### config.mk
export PLATFORM = sky130hd
export DESIGN_NAME = fifo_write_arbiter
export DESIGN_NICKNAME = d
export VERILOG_FILES = /design/src/rtl/fifo_arb_pkg.sv /design/src/rtl/rr_priority_picker.sv /design/src/rtl/fifo_write_arbiter.sv
export SDC_FILE = /design/constraint.sdc
export NUM_CORES = 1
export LEC_CHECK = 0
export ABC_AREA = 0
export CAP_MARGIN = 30
export CORE_MARGIN = 3
export CORE_UTILIZATION = 40
export CTS_BUF_LIST = sky130_fd_sc_hd__clkbuf_4 sky130_fd_sc_hd__clkbuf_8
export DETAILED_ROUTE_END_ITERATION = 10
export MAX_ROUTING_LAYER = met4
export PLACE_DENSITY = 0.88
export SLEW_MARGIN = 20
export SYNTH_ARGS = -nofsm -noshare
export SYNTH_HDL_FRONTEND = slang
export SYNTH_SLANG_ARGS = --single-unit
### constraint.sdc
create_clock -name clk -period 3.9 [get_ports clk]
set_clock_uncertainty 0.1 [all_clocks]
set_input_delay 0.78 -clock clk [delete_from_list [all_inputs] [get_ports clk]]
set_output_delay 0.78 -clock clk [all_outputs]
set_load 0.01 [all_outputs]
### src/rtl/fifo_arb_pkg.sv
// Shared types and width helpers for the FIFO write-port arbiter.
//   arb_state_e : arbiter FSM state
//   id_w()      : requester index width for a given requester count
//   bcnt_w()    : burst beat counter width for a given burst length
//   ZERO_DATA   : all-zero beat, sliced to DATA_WIDTH by users (DATA_WIDTH <= MAX_DATA_W)
package fifo_arb_pkg;

   localparam int unsigned MAX_DATA_W = 64;
   localparam logic [MAX_DATA_W-1:0] ZERO_DATA = '0;

   typedef enum logic {
      IDLE  = 1'b0,
      GRANT = 1'b1
   } arb_state_e;

   // Index width; a single-bit minimum keeps every vector legal.
   function automatic int unsigned id_w(input int unsigned n);
      return (n > 1) ? $clog2(n) : 1;
   endfunction

   // Counter width able to hold 0..b.
   function automatic int unsigned bcnt_w(input int unsigned b);
      return (b > 0) ? $clog2(b + 1) : 1;
   endfunction

endpackage

### src/rtl/rr_priority_picker.sv
// Round-robin priority picker: returns the first set bit of req scanning upward
// from ptr and wrapping NUM_REQ-1 -> 0. Purely combinational.
//   req : request vector
//   ptr : scan start index (0..NUM_REQ-1)
//   any : at least one request set
//   idx : winning index, 0 when any=0
module rr_priority_picker
   import fifo_arb_pkg::*;
#(
   parameter  int unsigned NUM_REQ = 4,
   localparam int unsigned ID_W    = id_w(NUM_REQ)
) (
   input  logic [NUM_REQ-1:0] req,
   input  logic [ID_W-1:0]    ptr,
   output logic               any,
   output logic [ID_W-1:0]    idx
);

   // Rotate-and-encode: the first hit in scan order wins.
   always_comb begin
      int unsigned cand;
      any  = 1'b0;
      idx  = '0;
      cand = 0;
      for (int unsigned k = 0; k < NUM_REQ; k++) begin
         cand = (32'(ptr) + k) % NUM_REQ;
         if (!any && req[ID_W'(cand)]) begin
            any = 1'b1;
            idx = ID_W'(cand);
         end
      end
   end

endmodule

### src/rtl/fifo_write_arbiter.sv
// Round-robin arbiter sharing one synchronous FIFO write port among NUM_REQ
// valid/ready producers. Build option: define BURST_LOCK_EN to let an owner keep
// the port for up to BURST_LEN consecutive beats; otherwise one beat per grant.
//   clk, rst_n    : clock, synchronous active-low reset
//   req_valid     : per-requester beat valid
//   req_data      : beats, requester i at [i*DATA_WIDTH +: DATA_WIDTH]
//   req_ready     : per-requester accept, one-hot or zero
//   fifo_full     : FIFO full flag
//   fifo_wr_en    : FIFO write enable
//   fifo_data_in  : FIFO write data
//   grant_vld     : a requester owns the port
//   grant_id      : owner index, 0 when grant_vld=0
module fifo_write_arbiter
   import fifo_arb_pkg::*;
#(
   parameter  int unsigned NUM_REQ    = 4,
   parameter  int unsigned DATA_WIDTH = 6,
   parameter  int unsigned BURST_LEN  = 4,
   localparam int unsigned ID_W       = id_w(NUM_REQ)
) (
   input  logic                          clk,
   input  logic                          rst_n,
   input  logic [NUM_REQ-1:0]            req_valid,
   input  logic [NUM_REQ*DATA_WIDTH-1:0] req_data,
   output logic [NUM_REQ-1:0]            req_ready,
   input  logic                          fifo_full,
   output logic                          fifo_wr_en,
   output logic [DATA_WIDTH-1:0]         fifo_data_in,
   output logic                          grant_vld,
   output logic [ID_W-1:0]               grant_id
);

   // Elaboration-time configuration guards.
   if (NUM_REQ < 2) begin : g_bad_num_req
      $error("fifo_write_arbiter: NUM_REQ must be >= 2");
   end
   if (BURST_LEN < 1) begin : g_bad_burst_len
      $error("fifo_write_arbiter: BURST_LEN must be >= 1");
   end

   arb_state_e          state_q, state_d;
   logic [ID_W-1:0]     owner_q, owner_d;
   logic [ID_W-1:0]     rr_ptr_q, rr_ptr_d;
   logic [NUM_REQ-1:0]  owner_mask, pick_req;
   logic [ID_W-1:0]     pick_idx, pick_next;
   logic                pick_any;
   logic                granted, owner_valid, beat, do_release, new_grant;

   // Reset gates the grant at once so nothing is written in a reset cycle.
   assign granted     = rst_n && (state_q == GRANT);
   assign owner_mask  = NUM_REQ'(1) << owner_q;
   assign owner_valid = |(req_valid & owner_mask);
   assign beat        = granted && !fifo_full && owner_valid;

   // Combinational handshake path.
   assign req_ready    = (granted && !fifo_full) ? owner_mask : '0;
   assign fifo_wr_en   = beat;
   assign fifo_data_in = granted ? req_data[32'(owner_q)*DATA_WIDTH +: DATA_WIDTH]
                                 : ZERO_DATA[DATA_WIDTH-1:0];
   assign grant_vld    = granted;
   assign grant_id     = granted ? owner_q : '0;

   // A releasing owner is masked so the next owner follows with no bubble.
   assign pick_req  = (state_q == GRANT) ? (req_valid & ~owner_mask) : req_valid;
   assign pick_next = (pick_idx == ID_W'(NUM_REQ - 1)) ? '0 : pick_idx + ID_W'(1);

   rr_priority_picker #(
      .NUM_REQ (NUM_REQ)
   ) u_picker (
      .req (pick_req),
      .ptr (rr_ptr_q),
      .any (pick_any),
      .idx (pick_idx)
   );

`ifdef BURST_LOCK_EN
   localparam int unsigned BCNT_W = bcnt_w(BURST_LEN);
   logic [BCNT_W-1:0] beat_cnt_q, beat_cnt_d;
   logic              burst_last;

   assign burst_last = (beat_cnt_q == BCNT_W'(BURST_LEN - 1));
   assign do_release = !owner_valid || (beat && burst_last);
`else
   assign do_release = !owner_valid || beat;
`endif

   assign new_grant = pick_any && ((state_q == IDLE) || do_release);

   // Next-state logic.
   always_comb begin
      state_d  = state_q;
      owner_d  = owner_q;
      rr_ptr_d = rr_ptr_q;
`ifdef BURST_LOCK_EN
      beat_cnt_d = beat_cnt_q;
`endif
      case (state_q)
         IDLE, GRANT: begin
            if (new_grant) begin
               state_d  = GRANT;
               owner_d  = pick_idx;
               rr_ptr_d = pick_next;
`ifdef BURST_LOCK_EN
               beat_cnt_d = '0;
`endif
            end else if ((state_q == GRANT) && do_release) begin
               state_d = IDLE;
               owner_d = '0;
            end
`ifdef BURST_LOCK_EN
            else if (beat) begin
               beat_cnt_d = beat_cnt_q + BCNT_W'(1);
            end
`endif
         end
         default: begin
            state_d = IDLE;
            owner_d = '0;
         end
      endcase
   end

   // State registers.
   always_ff @(posedge clk) begin
      if (!rst_n) begin
         state_q  <= IDLE;
         owner_q  <= '0;
         rr_ptr_q <= '0;
`ifdef BURST_LOCK_EN
         beat_cnt_q <= '0;
`endif
      end else begin
         state_q  <= state_d;
         owner_q  <= owner_d;
         rr_ptr_q <= rr_ptr_d;
`ifdef BURST_LOCK_EN
         beat_cnt_q <= beat_cnt_d;
`endif
      end
   end

endmodule

# After elaboration in Yosys (flattened, before gate mapping)
# Index checks and enable logic that the tools add are counted.
# classes
shifts	2
add_sub_neg	4
multipliers	1
eq_ne	1
order_cmp	4
muxes	25
n_reduce_logical	17
bitwise	4
# ops
op	n
24-bit by 6-bit variable part select with 6-bit output	1
2-bit 2-to-1 mux	8
2-bit by 3-bit less-than comparator with 1-bit output, second input constant	4
1-bit 2-to-1 mux	10
4-bit AND	2
1-bit binary-select mux with 2-bit select	4
1-bit logical AND	8
4-bit 2-to-1 mux	2
6-bit 2-to-1 mux	1
1-bit logical NOT	5
2-bit by 1-bit adder with 2-bit output, second input constant	2
2-bit adder, second input constant	2
2-bit by 2-bit multiplier with 4-bit output, second input constant	1
4-bit NOT	1
4-bit OR reduction	1
1-bit by 2-bit << shifter with 4-bit output, first input constant	1
2-bit == test, second input constant	1
1-bit logical OR	2
2-bit nonzero test	1
1-bit NOT	1
# word_totals
reg_bits	5
out_inout_bits	14
in_bits	31
word_cells	61

# Longest topological paths before layout
# depth
ltp_word	18
depth_mapped	6

# By module
# A second synthesis with hierarchy kept.
# unflattened
hier_cells	82
hier_area_um2	684.4
# by_module_without_submodules
module	instances	seq_area_each_um2	area_each_um2	cells_each
fifo_write_arbiter	1	100.1	606.8	67
rr_priority_picker	1	0.0	77.6	15

# Worst setup path after synthesis
# Ideal clock, no wire load.
# synth_path
path_type	input to output
from	in rst_n
to	out req_ready[1]
stages	3
t_arrival_ns	1.494
t_required_ns	3.020
path_slack_ns	1.526
path_buffers	1
path_cell_list	nand2_1 -> clkbuf_1 -> nor4b_1
# synth_between
elab_chain_len	3
# synth_rtl
element	line_no	text
from (decl)	fifo_write_arbiter.sv:22	input logic rst_n,
1-bit logical AND	fifo_write_arbiter.sv:50	assign granted = rst_n && (state_q == GRANT);
1-bit logical AND	fifo_write_arbiter.sv:56	assign req_ready = (granted && !fifo_full) ? owner_mask : '0;
4-bit 2-to-1 mux	fifo_write_arbiter.sv:56	
to (decl)	fifo_write_arbiter.sv:25	output logic [NUM_REQ-1:0] req_ready,
# No other way between the ends.

# Final worst setup path
# layout_path
from	in rst_n
to	out req_ready[3]
# The elaborated chain is that of the path after synthesis.

==> metrics <==
most numerous cell in the Yosys netlist=nor2b_1; Clk pin slew, worst setup/hold paths=0.04 ns; Mapped Cells=76; CTS tree=done; clk_lat worst skew=0.23 ns; Crit. End Element=output port; worst r2r dst=owner_q[0]; Yosys cell types=34; Post-synth ARST share=0%; GRT Util Overall=20.0%; drt pass-1 iters=4; setup TNS=0 ns; Avg WL per Cell=15.8 µm; reg-to-reg slack, setup=1.59 ns; sequential share of the synthesized area=14.5%; top_reg_cell synth=dfxtp_1; Synth top area share=19.6%; site row count=14; Cell Chain, Critical Path=clkdlybuf4s50_1 -> nand2_1 -> nor4bb_1 -> clkdlybuf4s50_1; Mapped Area=688 µm²; Detail Route Antenna Nets=0; ratio of cells with drive above 1 in the final layout=10.2%; initial core utilization=44.1%; # Post-CTS Setup Buffers=0; count of final max-slew check failures=0; FF+latch count, synth=5; worst hold path depth=2; largest family of logic cells by synthesized area=simple AND/OR/NAND/NOR gates; Worst Hold Class=register to register; cell family with most CP delay=buffers and inverters; Cell Pwr Density=301 nW/µm²; Slew headroom=41.9%; PortBufs=44; # DRC=0; syn_area_per_cell=9.05 µm²; minimum clock period=3.48 ns; violation count after the first detailed-route iteration=23; hold path start=rr_ptr_q[0]; number of H-tree levels=1; worst r2r src=owner_q[0]; Post-synth EDFFs=0; status=finished, final reports clean; CP max FO=12; CP bufs+invs=2; # diodes=0; placed inst area=1110 µm²; hold_buf cts=0; Hold Fails Final Rpt=0; Vias/cell=5.68; worst path required time=3.02 ns; largest area contributor in the netlist=mux4_2; VDD IR max=284 µV; synthesis-to-finish area growth=65.3%; largest net degree at the start of global routing=21; die area=2250 µm²; CP max-delay cell=clkdlybuf4s50_1; Area contributors post-synth=mux4_2 (20%), dfxtp_1 (15%), nor2b_1 (7.3%); RSZ-0062 raised after global routing=no; clock sinks=5; DP Wirelength=1630 µm; CTS resizes=0; initial antenna violation count=0; Leak=0.397 nW; Critical Path Most Common Cell=clkdlybuf4s50_1; final setup fails=0; post-synthesis xor/xnor area fraction=0%; Startpoint Class=input pin; worst-margin pin slew=0.870 ns; core area=1560 µm²; io pins=45; vias in the first global route=665; top cells by count, synth=nor2b_1 (8), mux4_2 (6), dfxtp_1 (5); fmax=287 MHz; post-synthesis mux area share=26.4%; CTS Root Cell=clkbuf_4; die height=47.5 µm; post-synthesis compound-gate area fraction=19.8%; Design Area, Final=1140 µm²; Nets=150; MaxCap Viol Count=0; clock tree buffer depth=2; Ys Warns=0; final wirelength=2120 µm; worst hold endpoint=rr_ptr_q[0]; Vias=761; Synth Area in Adders=0%; Mapped Nets=107; RePlAce Congestion=0.777; worst path arrival time=2.60 ns; Post-Synth Simple-Gate Area=32.7%; GR Overflow Total=0; first-pass GRT wire length=3100 µm; ratio of final minimum period to clock period=89.3%; Die W=47.5 µm; WS Path Type=input pin to output port; CP max stage delay=0.60 ns; CTS buffer count=3; R2R depth=5
## where the power goes
group          switching, mW  internal, mW
Clock                 0.0196        0.0455
Sequential            0.0403        0.0623
Combinational         0.0585         0.116
## cell usage in the layout (no fill, tap or decap), types with 2 or more instances in the layout
cell and count:
a21boi_0 3, a31oi_1 3, a32oi_1 2, and3_1 3, clkbuf_4 4, clkdlybuf4s50_1 44
dfxtp_1 5, mux2i_1 2, mux4_2 6, nand2_1 4, nand2b_1 4, nand3_1 3
nor2_1 4, nor2b_1 8, nor4b_1 2, o21ai_0 3, or3b_1 2
## cell families (layout without fill, tap and decap cells)
kind of cell,after synthesis,count (layout)
AO/OA/AOI/OAI,18,18
flip-flops,5,5
multiplexers,9,9
buffers and inverters,7,49
AND/OR/NAND/NOR,37,37
## per-stage QoR
stage	power, mW	hold WS [ns]	utilization [%]	cells	worst slack (ns)
after floorplan	0.215	0.462	-	76	1.53
after global placement	0.273	0.524	71.0	130	0.499
after detailed placement	0.276	0.525	71.0	130	0.419
after CTS	0.344	0.531	73.0	134	0.420
after global routing	0.365	0.592	73.0	134	0.260
final	0.342	0.533	73.0	134	0.418
## worst max path at each step
stage / from / slack, ns / end / cells past startpoint
floorplan: rst_n / 1.53 / req_ready[1] / 3
global placement: rst_n / 0.50 / req_ready[3] / 4
detailed placement: rst_n / 0.42 / req_ready[3] / 4
CTS: rst_n / 0.42 / req_ready[3] / 4
global route: rst_n / 0.26 / req_ready[3] / 4
finish: rst_n / 0.42 / req_ready[3] / 4
## layer usage
layer  GRT usage, %  vias to the layer above  routed length (µm)
met3           2.63                        0                 125
met4           5.52                        0                   0
met5              -                        -                   0
met1           23.8                      353                 895
met2           34.8                       23                1100
li1               -                      385                   -
## sequential cells by signal, summed over array words and instances (netlist names)
name / flops
owner_q: 2
rr_ptr_q: 2
state_q: 1
## final cells by class
class	count	area, µm²
fillers	120	422
clock buffers	4	30.0
repair buffers	44	440
flip-flops and latches	5	100
well taps	16	20.0
multi-input cells	64	543
inverters	1	3.75
## worst reg2reg max path: stages, from the launching register on
cell and delay, ns:
dfxtp_1 0.88, and3b_1 0.28, or3b_1 0.35, a32o_2 0.30, a32oi_1 0.21, nor2b_1 0.08
Power figures use the tool's default switching activity.
